$ cat src/rtl/bitonic_sort8_pipe.sv
// Pipelined 8-lane bitonic sorter: input capture register followed by six
// registered compare-exchange layers, with a global stall for backpressure.

module bitonic_ce #(
  parameter int WIDTH  = 8,
  parameter int SIGNED = 0
) (
  input  logic [WIDTH-1:0] a,
  input  logic [WIDTH-1:0] b,
  input  logic             dn,
  output logic [WIDTH-1:0] lo,
  output logic [WIDTH-1:0] hi
);
  logic a_gt_b, b_gt_a, swap;

  generate
    if (SIGNED != 0) begin : g_s
      assign a_gt_b = $signed(a) > $signed(b);
      assign b_gt_a = $signed(b) > $signed(a);
    end else begin : g_u
      assign a_gt_b = a > b;
      assign b_gt_a = b > a;
    end
  endgenerate

  // strict compares: equal elements never swap
  assign swap = dn ? b_gt_a : a_gt_b;
  assign lo   = swap ? b : a;
  assign hi   = swap ? a : b;
endmodule

module bitonic_sort8_pipe #(
  parameter int WIDTH  = 8,
  parameter int SIGNED = 0
) (
  input  logic               clk,
  input  logic               rst_n,
  input  logic               in_valid,
  output logic               in_ready,
  input  logic               in_mode,
  input  logic [8*WIDTH-1:0] data_in,
  output logic               out_valid,
  input  logic               out_ready,
  output logic               out_mode,
  output logic [8*WIDTH-1:0] data_out
);
  localparam int NUM_LANES = 8;
  localparam int STAGES    = 6;

  typedef struct packed {
    logic                            mode;
    logic [NUM_LANES-1:0][WIDTH-1:0] data;
  } vec_t;

  vec_t            stg_q [STAGES+1];
  vec_t            stg_d [STAGES];
  logic [STAGES:0] vld_pipe;
  logic            stall;

  assign stall    = vld_pipe[STAGES] & ~out_ready;
  assign in_ready = ~stall;

  // Layer s reads stg_q[s] and feeds stg_q[s+1]; directions listed for
  // ascending order and flipped per vector by its mode bit.
  generate
    for (genvar s = 0; s < STAGES; s++) begin : g_layer
      localparam int DIST = (s == 1 || s == 4) ? 2 : (s == 3) ? 4 : 1;
      assign stg_d[s].mode = stg_q[s].mode;
      for (genvar l = 0; l < NUM_LANES; l++) begin : g_lane
        if ((l & DIST) == 0) begin : g_ce
          localparam bit DN_ASC = (s == 0) ? (((l >> 1) & 1) == 1) :
                                  (s < 3)  ? (((l >> 2) & 1) == 1) : 1'b0;
          bitonic_ce #(.WIDTH(WIDTH), .SIGNED(SIGNED)) u_ce (
            .a  (stg_q[s].data[l]),
            .b  (stg_q[s].data[l+DIST]),
            .dn (stg_q[s].mode ^ DN_ASC),
            .lo (stg_d[s].data[l]),
            .hi (stg_d[s].data[l+DIST])
          );
        end
      end
    end
  endgenerate

  always_ff @(posedge clk or negedge rst_n) begin
    if (!rst_n) begin
      vld_pipe <= '0;
      for (int i = 0; i <= STAGES; i++) stg_q[i] <= '0;
    end else if (!stall) begin
      // bubbles advance like data; only the valid bit marks them
      vld_pipe      <= {vld_pipe[STAGES-1:0], in_valid};
      stg_q[0].mode <= in_mode;
      stg_q[0].data <= data_in;
      for (int i = 0; i < STAGES; i++) stg_q[i+1] <= stg_d[i];
    end
  end

  assign out_valid = vld_pipe[STAGES];
  assign out_mode  = stg_q[STAGES].mode;
  assign data_out  = stg_q[STAGES].data;
endmodule

$ cat config.mk
export PLATFORM = sky130hd
export DESIGN_NAME = bitonic_sort8_pipe
export DESIGN_NICKNAME = d
export VERILOG_FILES = /design/src/rtl/bitonic_sort8_pipe.sv
export SDC_FILE = /design/constraint.sdc
export NUM_CORES = 1
export LEC_CHECK = 0
export ABC_AREA = 1
export CORE_AREA = 2 2 269 271
export CTS_BUF_LIST = sky130_fd_sc_hd__clkbuf_4
export DETAILED_ROUTE_END_ITERATION = 10
export DIE_AREA = 0 0 271 273
export PLACE_DENSITY = 0.65
export SLEW_MARGIN = 0
export SYNTH_ARGS = -nofsm -noshare
export SYNTH_HDL_FRONTEND = slang
export SYNTH_SLANG_ARGS = --single-unit
$ cat constraint.sdc
create_clock -name clk -period 4.6 [get_ports clk]
set_input_delay 1.38 -clock clk [delete_from_list [all_inputs] [get_ports clk]]
set_output_delay 1.38 -clock clk [all_outputs]
set_load 0.03 [all_outputs]
==> metrics.txt <==
ANT nets after route=0; initial antenna violation count=2; WL final=68,780 um; CTS tree=built; DRC=0; Worst path depth=4; crit path kind=in -> out; Area Overhead vs Synth=12.40%; Final HPWL DP=between 40,000 and 50,000 um; Slew Limit Fails=0; critical path cell sequence=clkdlybuf4s50_1 -> nor2_4 -> inv_8 -> clkdlybuf4s50_1; worst reg2reg path depth=6; setup TNS=0 ns; Largest delay share family, worst path=buffers and inverters; max-cap violation count=0; Post CTS Setup Buffer Count=0; Final period util=roughly 88%; worst path bufs/invs=3; post_cts resized=0; most common cell after layout, fill and taps aside=nand2_1; Bufs on Longest Clock Path=3; top post-synthesis cells by area=dfrtp_1, nand2_1, nand3_1; R2R setup slack=roughly 1.9 ns; Met1 Wirelength=between 30,000 and 40,000 um; DR vias=about 25,000; Die Wd=271 um; Num CTS Buffers=around 140; initial core utilization=39.84%; H-tree depth=4; final setup fails=0; number of port buffers=between 100 and 150; Detail Route met2 WL=~32,000 um; Placer Congestion=0.8370; crit path capture type=output port; fin crit period=4.051 ns; GR Overflow Total=0; die footprint=approximately 0.074 mm2; max frequency=around 250 MHz; Worst Path Required=between 3 and 4 ns; Final nets=4,247; Syn Inst Count=approximately 3,900; Clock Tree Root=clkbuf_4; Yosys Warn Count=0; number of library cell types mapped by synthesis=25; Seq/Total Area, Yosys=between 40% and 50%; Filler cells=about 7,300; largest net degree at the start of global routing=approximately 280; post-synthesis register bit count=462; initial drt markers=around 1,600; highest metal used=met4; Tightest Hold Check Type=in -> async; Clk Latency, worst-skew pair=just under 1 ns; post-synth top area share=40.87%; io pins=roughly 140; Critical Path End=in_ready; Worst setup startpoint=out_ready; relative slew slack=about an eighth; share of cells above drive strength 1=between 8 and 9%; Slew @ Worst Pin=around 1.3 ns; Via density=4.867; RSZ-0062 raised after global routing=false; largest area contributor in the synthesized netlist=dfrtp_1; slowest library cell on the worst path=clkdlybuf4s50_1; CP dominant cell by count=clkdlybuf4s50_1; Core ar.=between 0.07 and 0.08 mm2; status=finished clean; max incr delay on CP=between 0.6 and 0.7 ns; Worst R2R End=stg_q[432]$_DFFE_PN0N_; clk_skew=around 0.064 ns; critical path launch point type=input pin; post-detailed-route wirelength per cell=13.63 um; die height=between 200 and 300 um; commonest non-fill, non-tap cells in the layout=nand2_1, nand3_1, inv_1; Max FO, Critical Path=2; TritonRoute pass-1 iters=8; Hold-fix buffers, CTS=0; syn nets=4,134; clock sink count=approximately 460; row cnt=98; CP arrival=roughly 2.7 ns; Post-Syn Area=0.02829 mm2; met3 WL=around 2900 um; CTS clk-pin slew, worst paths=approximately 0.06 ns; GRT Total Usage=19.11%; number of global-route vias before repair=between 20,000 and 25,000; Fin. Hold Viols=0; R2R Path Start=vld_pipe[6]$_DFFE_PN0N_; first-pass GRT wire length=117,000 um; syn_area_per_cell=between 7 and 8 um2
-- Yosys cell counts --
| master | count |
|---|---|
| o21ai_0 | 72 |
| buf_6 | 23 |
| clkbuf_1 | 42 |
| nor2_2 | 25 |
| ha_1 | 192 |
| dfrtp_1 | 462 |
| nand2_4 | 43 |
| nand3_4 | 2 |
| inv_1 | 468 |
| nand3_1 | 768 |
| or2_2 | 1 |
| nand3_2 | 22 |
| nand2_1 | 1467 |
| buf_12 | 1 |
| inv_2 | 4 |
| nand4_1 | 14 |
| buf_1 | 2 |
| a21o_1 | 24 |
| a21oi_2 | 4 |
| a21oi_1 | 54 |
| buf_2 | 100 |
| nand2_2 | 26 |
| buf_4 | 8 |
| nor2_4 | 2 |
| nor2_1 | 47 |
-- area by class of cell --
type / count / area (um2) / share of cell area, %
multi-input combinational: 2763 / 13950 / 43.89
antenna: 8 / 20.02 / 0.06296
clock inverter: 49 / 289.0 / 0.9090
tap: 950 / 1189 / 3.738
clock buffer: 190 / 1426 / 4.486
inverter: 472 / 1779 / 5.596
sequential: 462 / 11560 / 36.36
timing repair buffer: 151 / 1577 / 4.958
-- flip-flops by register name (all words and copies together), names as in the netlist --
name      flops
out_mode      1
data_out     64
vld_pipe      7
stg_d         6
stg_q       384
-- layer usage --
metal | vias to the layer above | global-route usage [%]
met5 | - | 0
met4 | 0 | 6.979
met3 | 122 | 3.471
met2 | 489 | 30.96
met1 | 11300 | 25.57
li1 | 12640 | -
-- cell families (layout without fill, tap and decap cells) --
kind of cell / count (synthesis) / count (layout) / synth area share (%)
compound gates: 154 / 154 / 2.990
fa+ha+maj: 192 / 192 / 8.493
buf+inv: 648 / 862 / 9.815
flops: 462 / 462 / 40.87
other cells: 0 / 8 / 0
simple gates: 2417 / 2417 / 37.83
-- how the worst min path moves through the flow --
| stage | cells past startpoint | from | endpoint | slack (ns) |
|---|---|---|---|---|
| 4_1_cts | 1 | rst_n | data_out[48]$_DFFE_PN0N_ | 0.38 |
| 3_5_place_dp | 2 | vld_pipe[1]$_DFFE_PN0N_ | vld_pipe[2]$_DFFE_PN0N_ | 0.46 |
| 6_report | 1 | rst_n | data_out[50]$_DFFE_PN0N_ | 0.44 |
| 5_1_grt | 1 | rst_n | data_out[50]$_DFFE_PN0N_ | 0.43 |
| 2_1_floorplan | 1 | vld_pipe[5]$_DFFE_PN0N_ | vld_pipe[6]$_DFFE_PN0N_ | 0.44 |
| 3_3_place_gp | 2 | vld_pipe[1]$_DFFE_PN0N_ | vld_pipe[2]$_DFFE_PN0N_ | 0.45 |
-- through the flow --
step	util [%]	setup WS (ns)	instances	cell area, um2	hold WS, ns
after floorplan	-	1.235	3873	28290	0.4400
after global placement	42.34	0.5516	4798	30060	0.4504
after detailed placement	42.34	0.4970	4798	30060	0.4574
after CTS	44.76	0.5404	5037	31780	0.3790
after global routing	44.78	0.5116	5043	31790	0.4290
final	44.79	0.5492	5045	31800	0.4399
Power is left out: the tool's default activity adds up to more than one toggle a clock period on the data nets, which glitch-free logic cannot reach.
